### src/rtl/i2c_eeprom_target.sv
// i2c_eeprom_target: clk-oversampled I2C target modelling a paged serial EEPROM
module i2c_eeprom_target #(
  parameter logic [6:0] DEV_ADDR    = 7'h50,
  parameter int         ADDR_BYTES  = 1,
  parameter int         MEM_DEPTH   = 256,
  parameter int         PAGE_SIZE   = 8,
  parameter int         SYNC_STAGES = 2
) (
  input  logic                         clk,
  input  logic                         rst,
  input  logic                         scl_i,
  input  logic                         sda_i,
  output logic                         sda_oe,
  output logic                         busy,
  output logic                         wr_pulse,
  output logic [$clog2(MEM_DEPTH)-1:0] wr_addr,
  output logic [7:0]                   wr_data
);
  localparam int AW = $clog2(MEM_DEPTH);
  localparam logic [AW-1:0] PAGE_MASK = AW'(PAGE_SIZE - 1);
  localparam logic [1:0] NAB = 2'(ADDR_BYTES);
  typedef enum logic [3:0] {IDLE, DEV, ACK_DEV, ADDR, ACK_ADDR, WDATA, ACK_W, RDATA, ACK_R} state_t;
  state_t state_q, state_d;
  logic [SYNC_STAGES-1:0] scl_sync_q, sda_sync_q;
  logic scl_p_q, sda_p_q;
  logic [7:0] sr_q, sr_d, hi_q, hi_d;
  logic [3:0] cnt_q, cnt_d;
  logic [1:0] ab_q, ab_d;
  logic rw_q, rw_d;
  logic [AW-1:0] ptr_q, ptr_d, wr_addr_q, wr_addr_d;
  logic [7:0] wr_data_q, wr_data_d;
  logic sda_oe_q, sda_oe_d, busy_q, busy_d, wr_pulse_q, wr_pulse_d;
  logic we, match;
  logic [7:0] mem_q [MEM_DEPTH];
  logic scl_s, sda_s, rise, fall, start, stop;
  logic [7:0] rd_byte, in_byte;
  assign scl_s = scl_sync_q[SYNC_STAGES-1];
  assign sda_s = sda_sync_q[SYNC_STAGES-1];
  assign rise = scl_s & ~scl_p_q;
  assign fall = ~scl_s & scl_p_q;
  assign start = scl_s & scl_p_q & sda_p_q & ~sda_s;
  assign stop = scl_s & scl_p_q & ~sda_p_q & sda_s;
  assign rd_byte = mem_q[ptr_q];
  assign in_byte = {sr_q[6:0], sda_s};
  assign match = sr_q[7:1] == DEV_ADDR;
  assign sda_oe = sda_oe_q;
  assign busy = busy_q;
  assign wr_pulse = wr_pulse_q;
  assign wr_addr = wr_addr_q;
  assign wr_data = wr_data_q;
  // synchronise the bus lines and keep one delayed copy for edge detection
  always_ff @(posedge clk) begin
    scl_sync_q <= {scl_sync_q[SYNC_STAGES-2:0], scl_i};
    sda_sync_q <= {sda_sync_q[SYNC_STAGES-2:0], sda_i};
    scl_p_q <= scl_s;
    sda_p_q <= sda_s;
  end
  // storage array, written only when a complete data byte is committed
  always_ff @(posedge clk) begin
    if (we && rst) mem_q[ptr_q] <= in_byte;
  end
  // state and datapath registers
  always_ff @(posedge clk) begin
    if (!rst) begin
      state_q <= IDLE;
      sr_q <= '0;
      hi_q <= '0;
      cnt_q <= '0;
      ab_q <= '0;
      rw_q <= 1'b0;
      ptr_q <= '0;
      sda_oe_q <= 1'b0;
      busy_q <= 1'b0;
      wr_pulse_q <= 1'b0;
      wr_addr_q <= '0;
      wr_data_q <= '0;
    end else begin
      state_q <= state_d;
      sr_q <= sr_d;
      hi_q <= hi_d;
      cnt_q <= cnt_d;
      ab_q <= ab_d;
      rw_q <= rw_d;
      ptr_q <= ptr_d;
      sda_oe_q <= sda_oe_d;
      busy_q <= busy_d;
      wr_pulse_q <= wr_pulse_d;
      wr_addr_q <= wr_addr_d;
      wr_data_q <= wr_data_d;
    end
  end
  // protocol FSM: bus conditions override bit-level activity; SDA only moves on SCL falls
  always_comb begin
    state_d = state_q;
    sr_d = sr_q;
    hi_d = hi_q;
    cnt_d = cnt_q;
    ab_d = ab_q;
    rw_d = rw_q;
    ptr_d = ptr_q;
    sda_oe_d = sda_oe_q;
    busy_d = busy_q;
    wr_pulse_d = 1'b0;
    wr_addr_d = wr_addr_q;
    wr_data_d = wr_data_q;
    we = 1'b0;
    if (start) begin
      state_d = DEV;
      cnt_d = '0;
      sda_oe_d = 1'b0;
      busy_d = 1'b0;
    end else if (stop) begin
      state_d = IDLE;
      sda_oe_d = 1'b0;
      busy_d = 1'b0;
    end else begin
      case (state_q)
        DEV: begin
          if (rise) begin
            sr_d = in_byte;
            cnt_d = cnt_q + 4'd1;
          end else if (fall && cnt_q == 4'd8) begin
            cnt_d = '0;
            state_d = match ? ACK_DEV : IDLE;
            sda_oe_d = match;
            busy_d = match;
            rw_d = sr_q[0];
          end
        end
        ACK_DEV: begin
          if (fall) begin
            state_d = rw_q ? RDATA : ADDR;
            sr_d = rd_byte;
            sda_oe_d = rw_q & ~rd_byte[7];
            ab_d = '0;
            cnt_d = '0;
          end
        end
        ADDR: begin
          if (rise) begin
            sr_d = in_byte;
            cnt_d = cnt_q + 4'd1;
          end else if (fall && cnt_q == 4'd8) begin
            cnt_d = '0;
            sda_oe_d = 1'b1;
            ab_d = ab_q + 2'd1;
            state_d = ACK_ADDR;
            if (ab_q + 2'd1 == NAB) ptr_d = AW'({hi_q, sr_q});
            else hi_d = sr_q;
          end
        end
        ACK_ADDR: begin
          if (fall) begin
            sda_oe_d = 1'b0;
            state_d = (ab_q == NAB) ? WDATA : ADDR;
          end
        end
        WDATA: begin
          if (rise) begin
            sr_d = in_byte;
            cnt_d = cnt_q + 4'd1;
            if (cnt_q == 4'd7) begin
              we = 1'b1;
              wr_pulse_d = 1'b1;
              wr_addr_d = ptr_q;
              wr_data_d = in_byte;
              ptr_d = (ptr_q & ~PAGE_MASK) | ((ptr_q + AW'(1)) & PAGE_MASK);
            end
          end else if (fall && cnt_q == 4'd8) begin
            cnt_d = '0;
            sda_oe_d = 1'b1;
            state_d = ACK_W;
          end
        end
        ACK_W: begin
          if (fall) begin
            sda_oe_d = 1'b0;
            state_d = WDATA;
          end
        end
        RDATA: begin
          if (rise) begin
            cnt_d = cnt_q + 4'd1;
          end else if (fall && cnt_q == 4'd8) begin
            cnt_d = '0;
            sda_oe_d = 1'b0;
            ptr_d = ptr_q + AW'(1);
            state_d = ACK_R;
          end else if (fall) begin
            sr_d = {sr_q[6:0], 1'b0};
            sda_oe_d = ~sr_q[6];
          end
        end
        ACK_R: begin
          if (rise && sda_s) begin
            state_d = IDLE;
            sda_oe_d = 1'b0;
            busy_d = 1'b0;
          end else if (rise) begin
            cnt_d = 4'd1;
          end else if (fall && cnt_q != 4'd0) begin
            cnt_d = '0;
            sr_d = rd_byte;
            sda_oe_d = ~rd_byte[7];
            state_d = RDATA;
          end
        end
        default: ;
      endcase
    end
  end
endmodule

### config.mk
export PLATFORM = sky130hd
export DESIGN_NAME = i2c_eeprom_target
export DESIGN_NICKNAME = d
export VERILOG_FILES = /design/src/rtl/i2c_eeprom_target.sv
export SDC_FILE = /design/constraint.sdc
export NUM_CORES = 2
export LEC_CHECK = 0
export ABC_CLOCK_PERIOD_IN_PS = 10400
export BUFFER_PORTS_ARGS = -buffer_cell sky130_fd_sc_hd__buf_2
export CAP_MARGIN = 15
export CORE_MARGIN = 1
export CORE_UTILIZATION = 60
export CTS_CLUSTER_SIZE = 16
export DETAILED_ROUTE_END_ITERATION = 16
export PLACE_DENSITY_LB_ADDON = 0.25
export SKIP_LAST_GASP = 1
export SLEW_MARGIN = 10
export SYNTH_ARGS = -nofsm -noshare
export SYNTH_HDL_FRONTEND = slang
export SYNTH_SLANG_ARGS = --single-unit
### constraint.sdc
create_clock -name clk -period 10.4 [get_ports clk]
set_clock_uncertainty 0.15 [all_clocks]
set_input_delay 1.04 -clock clk [delete_from_list [all_inputs] [get_ports clk]]
set_output_delay 1.04 -clock clk [all_outputs]
set_load 0.1 [all_outputs]
==> impl_metrics.prom <==
# TYPE chip_impl_metric gauge
chip_impl_metric{name="fin_total_pwr",unit="uW"} 16700
chip_impl_metric{name="detail-route-antenna-nets",unit=""} 0
chip_impl_metric{name="route.final.wire_length",unit="mm"} 210
chip_impl_metric{name="p_leak",unit="uW"} 0.0266
chip_impl_metric{name="synth_nets",unit=""} 3987
chip_impl_metric{name="die-height",unit="um"} 372
chip_impl_metric{name="post_drt_via_cell_ratio",unit=""} 6.97
chip_impl_metric{name="detail_route.drc_violations",unit=""} 0
chip_impl_metric{name="hpwl",unit="mm"} 123
chip_impl_metric{name="slew_headroom",unit=""} 0.208
chip_impl_info{name="hold_class",value="in2reg"} 1
chip_impl_metric{name="areaGrowthSynthToFinish",unit="%"} 10.4
chip_impl_metric{name="clock_sink_count",unit=""} 2108
chip_impl_info{name="grt_setup_unrepaired",value="false"} 1
chip_impl_metric{name="post_dp_cell_area",unit="um^2"} 84000
chip_impl_metric{name="global_route.overflow_total",unit=""} 0
chip_impl_metric{name="cts_post_setup_buffers_inserted",unit=""} 0
chip_impl_metric{name="post-route-cell-area",unit="um^2"} 90600
chip_impl_metric{name="crit_path_max_fanout",unit=""} 22
chip_impl_metric{name="synth_edf_count",unit=""} 2048
chip_impl_metric{name="max_freq",unit="MHz"} 179
chip_impl_metric{name="syn_avg_cell_area",unit="um^2"} 20.6
chip_impl_metric{name="grt_start_max_net_pins",unit=""} 189
chip_impl_info{name="status",value="completed"} 1
chip_impl_metric{name="cts-resized-gates",unit=""} 0
chip_impl_metric{name="cts-hold-fix-buffers",unit=""} 0
chip_impl_info{name="layout_common_cells",value="sky130_fd_sc_hd__edfxtp_1 (2048), sky130_fd_sc_hd__mux4_2 (527), sky130_fd_sc_hd__nor2_1 (356), sky130_fd_sc_hd__clkbuf_16 (206), sky130_fd_sc_hd__nand2_1 (96)"} 1
chip_impl_metric{name="top_level_ports",unit=""} 23
chip_impl_metric{name="finalWeightedCongestion",unit=""} 0.920
chip_impl_metric{name="fin_tns_setup",unit="ns"} 0
chip_impl_metric{name="hold_viol_final",unit=""} 0
chip_impl_metric{name="timing_worst_slew_pin_value",unit="ns"} 1.18
chip_impl_metric{name="dp_cells",unit=""} 5613
chip_impl_metric{name="drive_above_1_share",unit=""} 0.229
chip_impl_metric{name="cts_htree_levels",unit=""} 4
chip_impl_metric{name="die-area",unit="um^2"} 138000
chip_impl_metric{name="multi_input_comb_area",unit="um^2"} 18200
chip_impl_metric{name="number_of_nets_at_the_end_of_the_flow",unit=""} 4047
chip_impl_metric{name="number_of_warnings_issued_by_yosys",unit=""} 0
chip_impl_metric{name="finalCriticalPeriod",unit="ns"} 5.58
chip_impl_metric{name="clkTransAtPathRegs",unit="ns"} 0.06
chip_impl_metric{name="antenna_found_initial",unit=""} 1
chip_impl_metric{name="drtPass1Iterations",unit=""} 6
chip_impl_metric{name="number_of_fillers_in_the_final_layout",unit=""} 8427
chip_impl_metric{name="post_synth_instance_area",unit="um^2"} 82100
chip_impl_metric{name="finalCritPeriodShare",unit=""} 0.537
chip_impl_metric{name="required",unit="ns"} 10.69
chip_impl_metric{name="power.ir.vdd_worst",unit="mV"} 0.165
chip_impl_metric{name="final-max-slew-violation-count",unit=""} 0
chip_impl_metric{name="detail_route.wl_per_cell",unit="um"} 35.0
chip_impl_info{name="yosys_most_used_dff",value="sky130_fd_sc_hd__edfxtp_1"} 1
chip_impl_info{name="mostFrequentLayoutCell",value="sky130_fd_sc_hd__edfxtp_1"} 1
chip_impl_info{name="crit_type",value="reg2reg"} 1
chip_impl_metric{name="finish.cell_count_without_fillers",unit=""} 5984
chip_impl_info{name="tritoncts",value="built"} 1
chip_impl_info{name="timing.critical_path.to_type",value="flop"} 1
chip_impl_metric{name="clk_path_buf_depth",unit=""} 3
chip_impl_metric{name="numCtsBuffers",unit=""} 200
chip_impl_info{name="cts-root-buf",value="sky130_fd_sc_hd__clkbuf_16"} 1
chip_impl_metric{name="initial_core_util",unit=""} 0.605
chip_impl_metric{name="placement.io_buffers",unit=""} 22
chip_impl_metric{name="grt_pass1_vias",unit=""} 40493
chip_impl_metric{name="grt_use_total",unit=""} 0.309
chip_impl_metric{name="core_region_area",unit="um^2"} 136000
chip_impl_metric{name="power.density",unit="nW/um^2"} 185
chip_impl_metric{name="area.sequential",unit="um^2"} 62700
chip_impl_metric{name="setup_violations",unit=""} 0
chip_impl_metric{name="synth-async-reset-ratio",unit=""} 0
chip_impl_metric{name="fraction_of_the_yosys_area_taken_by_sequential_cells",unit=""} 0.764
chip_impl_metric{name="post_synth_inst_count",unit=""} 3975
chip_impl_metric{name="max_cap_violations",unit=""} 0
chip_impl_metric{name="placement_rows",unit=""} 135
chip_impl_metric{name="grt_first_pass_wirelength",unit="mm"} 298
chip_impl_metric{name="clock_latency",unit="ns"} 0.83
chip_impl_metric{name="cp_data_arrival_time",unit="ns"} 5.88
chip_impl_metric{name="routed-via-count",unit=""} 41723
chip_impl_metric{name="netlist-cell-type-count",unit=""} 72
chip_impl_metric{name="initialDrtViolationCount",unit=""} 6376
chip_impl_info{name="setup.worst_path.start_class",value="flop"} 1
chip_impl_metric{name="count_of_state_elements_after_synthesis",unit=""} 2108
chip_impl_metric{name="die_w",unit="um"} 372
## per-stage QoR
step                utilization  hold slack, ns  worst slack (ns)
finish                    0.668           0.174              4.82
CTS                       0.668           0.139              4.98
floorplan                     -           0.160              4.74
global route              0.668           0.163              4.63
detailed placement        0.619           0.212              5.03
global placement          0.619           0.213              5.13
## Yosys cell counts (all sizes together), types with 4 or more instances
library cell / count / area share
a31oi: 9 / 0.00069
nand2: 100 / 0.0046
o21ai: 32 / 0.0020
a2111oi: 10 / 0.0011
or2: 10 / 0.00076
nand4: 7 / 0.00053
nor3: 33 / 0.0020
inv: 23 / 0.0011
a32o: 4 / 0.00049
nor4b: 7 / 0.0010
edfxtp: 2048 / 0.75
and2: 12 / 0.00091
nor2: 357 / 0.016
a21oi: 55 / 0.0034
a22oi: 72 / 0.0066
mux2i: 95 / 0.012
a311oi: 8 / 0.00085
nor4: 13 / 0.00099
or4: 4 / 0.00037
a41oi: 8 / 0.00085
buf: 117 / 0.0080
mux4: 527 / 0.14
a211oi: 25 / 0.0023
clkbuf: 113 / 0.0052
a221oi: 6 / 0.00064
nand3: 38 / 0.0023
mux2: 13 / 0.0018
nor3b: 6 / 0.00067
nor2b: 26 / 0.0020
o211ai: 7 / 0.00064
dfxtp: 60 / 0.015
o31ai: 7 / 0.00064
and3: 5 / 0.00038
nand2b: 13 / 0.00099
or3: 9 / 0.00069
o32ai: 5 / 0.00053
o22ai: 43 / 0.0033
ha: 8 / 0.0012
## per-layer routing
layer  up-vias  GRT usage  part of all wire
li1      16626          -                 -
met1     21710      0.444              0.38
met2      2978      0.461              0.46
met3       409     0.0824              0.12
met4         0      0.118             0.041
met5         -          0                 0
## worst max-delay path, cell delays in order, from the launching register on
cell and delay (ns):
sky130_fd_sc_hd__dfxtp_1 0.45, sky130_fd_sc_hd__nor2b_1 0.62, sky130_fd_sc_hd__nand4b_1 0.21, sky130_fd_sc_hd__or3_1 0.83, sky130_fd_sc_hd__or2_1 0.63, sky130_fd_sc_hd__nor3b_2 0.64, sky130_fd_sc_hd__nand3_1 0.79, sky130_fd_sc_hd__nor2_1 0.88
## worst paths after layout
| check | start | to | slack (ns) | depth (start not counted) |
|---|---|---|---|---|
| setup / recovery | scl_sync_q[1]$_DFF_P_ | mem_q[187][6]$_DFFE_PP_ | 4.82 | 7 |
| hold / removal | scl_i | scl_sync_q[0]$_DFF_P_ | 0.17 | 1 |
| setup reg to reg | scl_sync_q[1]$_DFF_P_ | mem_q[187][6]$_DFFE_PP_ | 4.82 | 7 |
| hold reg to reg | sda_sync_q[0]$_DFF_P_ | sda_sync_q[1]$_DFF_P_ | 0.21 | 0 |
## cell type report
| class | instances | area share |
|---|---|---|
| Clock buffer | 240 | 0.0585 |
| Antenna cell | 1 | 0.0000276 |
| Tap cell | 1781 | 0.0246 |
| Clock inverter | 129 | 0.0137 |
| Inverter | 23 | 0.000953 |
| Sequential cell | 2108 | 0.693 |
| Multi-Input combinational cell | 1614 | 0.201 |
| Timing Repair Buffer | 88 | 0.00842 |
## where the power goes
part	leakage, uW	internal, uW	switching (uW)
Sequential	0.0186	9270	26.3
Combinational	0.00485	13.1	111
Clock	0.00319	4180	3140
## sequential cells by signal, summed over array words and instances (netlist names), 2 cells and up, named ones only
| signal | count |
|---|---|
| mem_q | 2048 |
| ab_q | 2 |
| sda_sync_q | 2 |
| cnt_q | 4 |
| sr_q | 8 |
| state_q | 4 |
| ptr_q | 8 |
| wr_addr | 8 |
| scl_sync_q | 2 |
| wr_data | 8 |
## cells by family after synthesis
family / Yosys count / share of synthesized area
compound gates: 318 / 0.0266
xor+xnor: 2 / 0.000213
fa+ha+maj: 8 / 0.00122
buf+inv: 253 / 0.0143
flops: 2108 / 0.764
mux: 635 / 0.158
simple gates: 651 / 0.0357
Note: power is estimated with default switching activity, not from simulation.
